[config.mk]
export PLATFORM = sky130hd
export DESIGN_NAME = dtimer_preset_flat
export DESIGN_NICKNAME = d
export VERILOG_FILES = /design/src/rtl/dtimer_preset_if.sv /design/src/rtl/dtimer_preset.sv /design/src/flat_wrapper.sv
export SDC_FILE = /design/constraint.sdc
export NUM_CORES = 1
export LEC_CHECK = 0
export ABC_CLOCK_PERIOD_IN_PS = 2160
export CAP_MARGIN = 20
export CORE_ASPECT_RATIO = 1.75
export CORE_MARGIN = 8
export CORE_UTILIZATION = 38
export DETAILED_ROUTE_END_ITERATION = 8
export SLEW_MARGIN = 20
export SYNTH_ARGS = -nofsm -noshare
export SYNTH_HDL_FRONTEND = slang
export SYNTH_SLANG_ARGS = --single-unit
[constraint.sdc]
create_clock -name clk -period 2.16 [get_ports clk]
set_input_delay 0.54 -clock clk [delete_from_list [all_inputs] [get_ports clk]]
set_output_delay 0.54 -clock clk [all_outputs]
set_load 0.005 [all_outputs]
[src/rtl/dtimer_preset_if.sv]
// Button/display bundle between the debounced push-buttons, the preset
// editor and the countdown counter's preset inputs.
interface dtimer_preset_if;
    logic       btn_sel;
    logic       btn_inc;
    logic       btn_dec;
    logic       btn_set;
    logic       run_active;
    logic [3:0] min1;
    logic [3:0] min0;
    logic [3:0] sec1;
    logic [3:0] sec0;
    logic       load;
    logic [1:0] edit_field;

    // Button side: drives levels, watches digits and load.
    modport master (
        output btn_sel, btn_inc, btn_dec, btn_set, run_active,
        input  min1, min0, sec1, sec0, load, edit_field
    );

    // Editor side.
    modport slave (
        input  btn_sel, btn_inc, btn_dec, btn_set, run_active,
        output min1, min0, sec1, sec0, load, edit_field
    );
endinterface

[src/rtl/dtimer_preset.sv]
// Preset editor for the mm:ss BCD countdown timer: field select, BCD
// up/down stepping with auto-repeat, cancel, and a one-cycle commit pulse.
module dtimer_preset #(
    parameter int DEF_MIN  = 0,
    parameter int DEF_SEC  = 30,
    parameter int HOLD_CYC = 25000000
) (
    input  logic             clk,
    input  logic             rst,
    dtimer_preset_if.slave   bus
);

    localparam int CNT_W = (HOLD_CYC > 1) ? $clog2(HOLD_CYC) : 1;
    localparam logic [CNT_W-1:0] CNT_LAST = CNT_W'(HOLD_CYC - 1);
    localparam logic [7:0] DEF_MIN_BCD = {4'(DEF_MIN / 10), 4'(DEF_MIN % 10)};
    localparam logic [7:0] DEF_SEC_BCD = {4'(DEF_SEC / 10), 4'(DEF_SEC % 10)};

    typedef enum logic [1:0] {S_IDLE, S_EDIT_MIN, S_EDIT_SEC, S_LOAD} state_t;

    state_t           state, state_d;
    logic [7:0]       wmin, wsec, cmin, csec;
    logic [7:0]       wmin_d, wsec_d, cmin_d, csec_d;
    logic [CNT_W-1:0] cnt, cnt_d;
    logic [3:0]       prev;
    logic             p_sel, p_inc, p_dec, p_set;
    logic             held_one, step, up;

    // Two-digit BCD increment; tens wraps to 0 past tmax. Out-of-range
    // digits are pulled back into range rather than propagated.
    function automatic logic [7:0] bcd_up(input logic [7:0] v, input logic [3:0] tmax);
        logic [3:0] t, u;
        t = v[7:4];
        u = v[3:0];
        if (u >= 4'd9) begin
            u = 4'd0;
            t = (t >= tmax) ? 4'd0 : t + 4'd1;
        end else begin
            u = u + 4'd1;
        end
        return {t, u};
    endfunction

    // Two-digit BCD decrement; tens wraps to tmax below 0.
    function automatic logic [7:0] bcd_dn(input logic [7:0] v, input logic [3:0] tmax);
        logic [3:0] t, u;
        t = v[7:4];
        u = v[3:0];
        if (u == 4'd0 || u > 4'd9) begin
            u = 4'd9;
            t = (t == 4'd0 || t > tmax) ? tmax : t - 4'd1;
        end else begin
            u = u - 4'd1;
        end
        return {t, u};
    endfunction

    assign p_set    = bus.btn_set & ~prev[3];
    assign p_sel    = bus.btn_sel & ~prev[2];
    assign p_inc    = bus.btn_inc & ~prev[1];
    assign p_dec    = bus.btn_dec & ~prev[0];
    assign held_one = bus.btn_inc ^ bus.btn_dec;

    // Next-state, working/committed digit and hold-counter logic.
    always_comb begin
        state_d = state;
        wmin_d  = wmin;
        wsec_d  = wsec;
        cmin_d  = cmin;
        csec_d  = csec;
        cnt_d   = '0;
        step    = 1'b0;
        up      = bus.btn_inc;
        case (state)
            S_IDLE: begin
                if (!bus.run_active && p_sel) state_d = S_EDIT_MIN;
            end
            S_EDIT_MIN, S_EDIT_SEC: begin
                if (bus.run_active) begin
                    state_d = S_IDLE;
                    wmin_d  = cmin;
                    wsec_d  = csec;
                end else if (p_set) begin
                    state_d = S_LOAD;
                end else if (p_sel) begin
                    if (state == S_EDIT_MIN) begin
                        state_d = S_EDIT_SEC;
                    end else begin
                        state_d = S_IDLE;
                        wmin_d  = cmin;
                        wsec_d  = csec;
                    end
                end else if (held_one) begin
                    // A fresh press steps immediately; a held button steps
                    // each time the counter wraps.
                    if (p_inc || p_dec || cnt == CNT_LAST) begin
                        step = 1'b1;
                    end else begin
                        cnt_d = cnt + 1'b1;
                    end
                end
                if (step) begin
                    if (state == S_EDIT_MIN) wmin_d = up ? bcd_up(wmin, 4'd9) : bcd_dn(wmin, 4'd9);
                    else                     wsec_d = up ? bcd_up(wsec, 4'd5) : bcd_dn(wsec, 4'd5);
                end
            end
            S_LOAD: begin
                state_d = S_IDLE;
                cmin_d  = wmin;
                csec_d  = wsec;
            end
            default: state_d = S_IDLE;
        endcase
    end

    // State register.
    always_ff @(posedge clk) begin
        if (rst) state <= S_IDLE;
        else     state <= state_d;
    end

    // Digits, hold counter and button history. History loads the current
    // levels in reset so a button held through reset is not a press.
    always_ff @(posedge clk) begin
        if (rst) begin
            wmin <= DEF_MIN_BCD;
            wsec <= DEF_SEC_BCD;
            cmin <= DEF_MIN_BCD;
            csec <= DEF_SEC_BCD;
            cnt  <= '0;
        end else begin
            wmin <= wmin_d;
            wsec <= wsec_d;
            cmin <= cmin_d;
            csec <= csec_d;
            cnt  <= cnt_d;
        end
        prev <= {bus.btn_set, bus.btn_sel, bus.btn_inc, bus.btn_dec};
    end

    assign bus.min1 = wmin[7:4];
    assign bus.min0 = wmin[3:0];
    assign bus.sec1 = wsec[7:4];
    assign bus.sec0 = wsec[3:0];
    assign bus.load = (state == S_LOAD);
    assign bus.edit_field = (state == S_EDIT_MIN) ? 2'b01 :
                            (state == S_EDIT_SEC) ? 2'b10 : 2'b00;

endmodule

[src/flat_wrapper.sv]
// flat-port wrapper written by rule: the top's interface ports become plain ports
module dtimer_preset_flat 
#(
    parameter int DEF_MIN  = 0,
    parameter int DEF_SEC  = 30,
    parameter int HOLD_CYC = 25000000
)
  (clk, rst, bus_btn_sel, bus_btn_inc, bus_btn_dec, bus_btn_set, bus_run_active, bus_min1, bus_min0, bus_sec1, bus_sec0, bus_load, bus_edit_field);
  dtimer_preset_if bus_i ();
  input  logic clk;
  input  logic rst;
  input wire logic [$bits(bus_i.btn_sel)-1:0] bus_btn_sel;
  input wire logic [$bits(bus_i.btn_inc)-1:0] bus_btn_inc;
  input wire logic [$bits(bus_i.btn_dec)-1:0] bus_btn_dec;
  input wire logic [$bits(bus_i.btn_set)-1:0] bus_btn_set;
  input wire logic [$bits(bus_i.run_active)-1:0] bus_run_active;
  output wire logic [$bits(bus_i.min1)-1:0] bus_min1;
  output wire logic [$bits(bus_i.min0)-1:0] bus_min0;
  output wire logic [$bits(bus_i.sec1)-1:0] bus_sec1;
  output wire logic [$bits(bus_i.sec0)-1:0] bus_sec0;
  output wire logic [$bits(bus_i.load)-1:0] bus_load;
  output wire logic [$bits(bus_i.edit_field)-1:0] bus_edit_field;
  assign bus_i.btn_sel = bus_btn_sel;
  assign bus_i.btn_inc = bus_btn_inc;
  assign bus_i.btn_dec = bus_btn_dec;
  assign bus_i.btn_set = bus_btn_set;
  assign bus_i.run_active = bus_run_active;
  assign bus_min1 = bus_i.min1;
  assign bus_min0 = bus_i.min0;
  assign bus_sec1 = bus_i.sec1;
  assign bus_sec0 = bus_i.sec0;
  assign bus_load = bus_i.load;
  assign bus_edit_field = bus_i.edit_field;
  dtimer_preset #(.DEF_MIN(DEF_MIN), .DEF_SEC(DEF_SEC), .HOLD_CYC(HOLD_CYC)) u_core (.clk(clk), .rst(rst), .bus(bus_i));
endmodule
Word-level counts from Yosys, hierarchy flattened
Cells that the tools add are included.
{"block": "op_classes", "order_cmp": 8, "bitwise_logic": 11, "mul": 0, "reduce_logical": 18, "n_addsub": 9, "n_shift": 0, "muxes": 40, "n_eq_ne": 10, "n_div": 0}
{"op": "8-bit 2-to-1 mux", "count": 14}
{"op": "4-bit 2-to-1 mux", "count": 12}
{"op": "25-bit by 1-bit adder with 25-bit output (second input constant)", "count": 1}
{"op": "25-bit equality test (second input constant)", "count": 1}
{"op": "4-bit by 1-bit adder with 4-bit output (second input constant)", "count": 4}
{"op": "4-bit logical NOT", "count": 4}
{"op": "4-bit by 1-bit subtractor with 4-bit output (second input constant)", "count": 4}
{"op": "2-bit 2-to-1 mux", "count": 7}
{"op": "4-bit >= comparator (second input constant)", "count": 3}
{"op": "4-bit > comparator (second input constant)", "count": 3}
{"op": "4-bit by 2-bit inequality test with 1-bit output (second input constant)", "count": 3}
{"op": "4-bit inequality test (second input constant)", "count": 2}
{"op": "7-bit OR reduction", "count": 1}
{"op": "1-bit logical OR", "count": 6}
{"op": "1-bit 2-to-1 mux", "count": 6}
{"op": "1-bit inverter", "count": 6}
{"op": "2-bit one-hot mux with 3 select lines", "count": 1}
{"op": "3-bit AND reduction", "count": 2}
{"op": "1-bit AND", "count": 4}
{"op": "2-bit equality test (second input constant)", "count": 2}
{"op": "4-bit by 3-bit >= comparator with 1-bit output (second input constant)", "count": 1}
{"op": "4-bit by 3-bit > comparator with 1-bit output (second input constant)", "count": 1}
{"op": "2-bit by 1-bit equality test with 1-bit output (second input constant)", "count": 1}
{"op": "2-bit logical NOT", "count": 1}
{"op": "other kinds (6)", "count": 6}
{"block": "word_totals", "word_cells": 105, "latchBits": 0, "mem_bits_rw": 0, "memories": 0, "ff_bits": 63, "out_inout_bits": 19, "in_bits": 7, "romBits": 0}

Depth between registers and ports, before layout
{"block": "depth", "word_depth": 12, "mapped_depth": 10, "ltp_nobuf": 8}

Worst setup path after synthesis
Ideal clock, no wire load.
{"block": "synth_path", "path_type": "input -> register", "from": "in bus_btn_set", "to": "reg u_core.wsec[4]", "required_ns": 2.026, "setup_time_ns": 0.134, "path_stages": 5, "setup_slack_ns": -0.143, "arrival_ns": 2.168, "path_cell_list": "nor2b_4 -> or4_4 -> or3_4 -> and3_1 -> or4_1"}
{"block": "synth_between", "elab_chain_len": 6, "elab_cells_between_ends": 11, "classes_between": "eq/ne: 2; mux: 7; bitwise: 1; reduce/logical: 1"}
{"element": "start: declaration", "line": "flat_wrapper.sv:15", "text": "input wire logic [$bits(bus_i.btn_set)-1:0] bus_btn_set;"}
{"element": "1-bit AND (*)", "line": "dtimer_preset.sv:57", "text": "assign p_set = bus.btn_set & ~prev[3];"}
{"element": "1-bit 2-to-1 mux", "line": "dtimer_preset.sv:82", "text": "end else if (p_set) begin"}
{"element": "1-bit 2-to-1 mux", "line": "dtimer_preset.sv:78", "text": "if (bus.run_active) begin"}
{"element": "1-bit 2-to-1 mux", "line": "dtimer_preset.sv:73", "text": "case (state)"}
{"element": "4-bit by 2-bit inequality test with 1-bit output (no source line)"}
{"element": "3-bit AND reduction (no source line)"}
{"element": "end signal: assignment", "line": "dtimer_preset.sv:132", "text": "wsec <= wsec_d;"}
{"element": "end: declaration", "line": "dtimer_preset.sv:21", "text": "logic [7:0] wmin, wsec, cmin, csec;"}
Every way passes the cells marked *; elsewhere a longest branch is shown, timed or not. The select of a mux whose other input is x is not followed.
A chain may end at the register's enable or synchronous reset.

Final worst setup path
Same ends and word-level chain as after synthesis.

==> impl_metrics.yaml <==
outcome:
  status: "finished, final reports clean"
timing:
  rsz0062_at_grt: "yes"
  setup_violations: 0
  period_needed_ns: 2.11
  clock_skew_ns: 0.00661
  max-slew-margin-rel: 0.723
  worst_slew_pin_slew_ns: 0.413
  hold_viol_final: 0
  slew_violations: 0
  post-route-period-util: 0.976
  fmax_mhz: 474
synthesis:
  synthesis.instances: 479
  yosysSeqAreaShare: 0.332
  synth_fa_ha_area_frac: 0.0559
  async_reset_ff_frac: 0
  synth_fp_nets: 503
  synthesis.area_um2: 3800
  synthDistinctLibCells: 63
  synth_edf_count: 0
  synth-xor-area-share: 0.0553
  synthSimpleGateAreaFrac: 0.267
  synth_compound_area_frac: 0.189
  synth_top_family_by_area: "simple AND/OR/NAND/NOR gates"
  synth_warnings: 0
  synthMuxAreaShare: 0.0477
  ys_seq_elements: 63
  synth.avg_cell_area_um2: 7.94
  synth-main-ff-cell: "dfxtp_1"
min_path:
  whs_path_depth: 1
  hold_path.class: "in2reg"
  min-delay-start: "bus_btn_sel"
  hold_end: "u_core.prev[2]"
clock_network:
  cts_max_level: 3
  worst_setup_hold_path_clk_slew_ns: 0.06
  insertion_delay_ns: 0.33
  cts_buffers: 9
  cts_tree: "built"
  cts_buffer_depth: 2
  hold_buffers: 0
  cts.sinks: 63
  root_buffer: "clkbuf_16"
critical_path:
  cp.required_ns: 2.36
  crit_arrival_ns: 2.31
  crit_buf_inv: 1
  worstRegToRegCells: 6
  crit_slowest_cell: "or4_4"
  r2r-end: "u_core.wsec[4]"
  cp_max_fo: 2
  r2r_start: "u_core.cnt[23]"
  crit_family: "simple AND/OR/NAND/NOR gates"
  crit_chain: "clkdlybuf4s15_2, nor2b_4, or4_4, or3_4, and3_1, or4_1"
  cp-start-kind: "input pin"
  critical-path-max-stage-delay_ns: 0.48
  crit_type: "in2reg"
  r2r_slack_ns: 0.10
  endpoint_kind: "register"
place:
  portBuffers: 25
  dpl_cell_area_um2: 4620
  globalplace.congestion: 0.868
  dp_hpwl_um: 7570
power_and_ir_drop:
  internal-power_mw: 2.48
  power.density_nw_per_um2: 669
  power.leakage_nw: 1.87
  total_power_mw: 3.35
  p_clk_frac: 0.477
  power.share.switching: 0.259
  p_seq_frac: 0.367
  comb_power_share: 0.156
  p_sw_mw: 0.869
  ir_drop_uv: 563
global_routing:
  grt_pass1_wl_um: 17500
  antenna_found_initial: 0
  grt_use_total: 0.158
  grt_overflow: 0
  grt_max_degree: 26
  grt_pass1_vias: 3794
floorplanning:
  chipWidth_um: 91.6
  pin_count: 26
  coreArea_um2: 9790
  die-area_um2: 13600
  core.rowCount: 48
  die_h_um: 148
  start_util: 0.388
drt:
  drt_iter0_markers: 183
  drtAntennaViolNets: 0
  firstDrtPassIters: 5
  post-route-drc-count: 0
  wirelength_um: 10300
  wire_per_inst_um: 15.1
  vias: 3758
  via_per_inst: 5.49
finish:
  multi_input_area_um2: 2390
  fill_cells: 953
  syn_to_final_growth_pct: 31.9
  drive_above_1_share: 0.200
  nets: 579
  stdcell_area_um2: 5010
  antenna_cells: 0
  ff_latch_area_um2: 1260
flow_run:
  maxCapViolCount: 0
Yosys cell counts, drive strengths merged (2+ instances only):
cell,number,share of area
o21a,4,0.0079
and3,11,0.018
a21oi,16,0.021
o22a,3,0.0069
nor4bb,2,0.0053
o21bai,2,0.0039
a21o,2,0.0039
nor2,66,0.065
xnor2,12,0.028
o21ai,24,0.032
xor2,12,0.028
nand3,28,0.037
nor2b,12,0.024
a2bb2oi,3,0.0069
nand4,8,0.013
inv,25,0.025
dfxtp,63,0.33
nand4b,2,0.0046
o2111ai,2,0.0046
nor4,2,0.0072
buf,3,0.0036
nor3,10,0.014
and2,4,0.0066
ha,17,0.056
nand2,36,0.036
o22ai,7,0.012
nor3b,3,0.0059
clkbuf,25,0.025
a211oi,8,0.016
or2,2,0.0033
a21boi,2,0.0039
o211ai,3,0.0059
mux2i,17,0.045
nor4b,2,0.0046
o31ai,5,0.013
o311ai,4,0.0092
or4,3,0.0069
and4,2,0.0046
a31oi,7,0.012
nand2b,3,0.0049
power by group through the flow:
stage                     logic [mW]  clock network, mW  registers, mW
after floorplan                0.307                  0           1.24
final                          0.523               1.60           1.23
after CTS                      0.509               1.64           1.23
after global placement         0.503                  0           1.25
after global routing           0.577               1.69           1.24
after detailed placement       0.509                  0           1.26
registers in the layout, indices dropped and copies added, names as in the netlist:
signal and cells:
u_core.cmin 8, u_core.cnt 25, u_core.csec 8, u_core.prev 4, u_core.state 2, u_core.wmin 8
u_core.wsec 8
how the worst max path moves through the flow:
stage	from	to	slack, ns	cells after the start
after floorplan	bus_btn_set	u_core.wsec[4]	-0.14	5
after global placement	bus_btn_set	u_core.wsec[4]	-0.54	6
after detailed placement	bus_btn_set	u_core.wsec[4]	-0.54	6
after CTS	u_core.state[1]	bus_edit_field[0]	0.01	3
after global routing	u_core.wmin[1]	u_core.wmin[7]	-0.007	8
final	bus_btn_set	u_core.wsec[4]	0.05	6
kinds of logic after synthesis:
logic type | after synthesis
buf+inv | 54
flops | 63
fa+ha+maj | 17
xor+xnor | 24
compound gates | 105
simple gates | 198
mux | 18
through the flow:
stage | hold slack [ns] | util | instances | setup WS (ns) | TNS (ns)
after global routing | 0.329 | 0.512 | 685 | -0.00705 | -0.0110
after global placement | 0.445 | 0.472 | 668 | -0.537 | -5.52
after detailed placement | 0.454 | 0.472 | 668 | -0.542 | -6.82
after floorplan | 0.430 | - | 479 | -0.143 | -0.143
final | 0.329 | 0.512 | 685 | 0.0508 | 0
after CTS | 0.424 | 0.506 | 684 | 0.0128 | 0
repair_timing:
action	in CTS	in global routing
pin swaps	4	5
setup endpoints to repair	9	11
gates resized for setup	9	21
cloned	0	1
setup buffers	0	0
hold endpoints to repair	0	0
layer usage:
layer | GRT usage | vias to the layer above | routed length (um)
li1 | - | 1851 | -
met5 | 0 | - | 0
met4 | 0.0816 | 0 | 292
met1 | 0.161 | 1811 | 4170
met2 | 0.295 | 75 | 5510
met3 | 0.0293 | 21 | 345
worst register-to-register path: stages, from the launching register on:
cell and delay, ns:
dfxtp_2 0.33, nor4bb_1 0.25, and4_2 0.31, a31oi_4 0.11
or3_4 0.34, and3_1 0.18, or4_1 0.40
layout by cell type (no fill, tap or decap), types with 9 or more instances in the layout:
cell / instances
o21ai_0: 24
a21oi_1: 16
inv_1: 25
nor2_1: 65
clkbuf_16: 9
nor3_1: 9
buf_4: 64
nand2_1: 36
ha_1: 15
mux2i_1: 17
clkdlybuf4s50_1: 20
xor2_1: 12
xnor2_1: 11
nor2b_1: 10
dfxtp_1: 60
nand3_1: 28
and3_1: 11
layout make-up:
cell class / count / area share
sequential: 63 / 0.252
multi-input combinational: 362 / 0.478
tap: 125 / 0.0312
clock buffer: 10 / 0.0477
inverter: 26 / 0.0195
timing repair buffer: 93 / 0.153
clock inverter: 6 / 0.0185
Note: power is estimated with default switching activity, not from simulation.
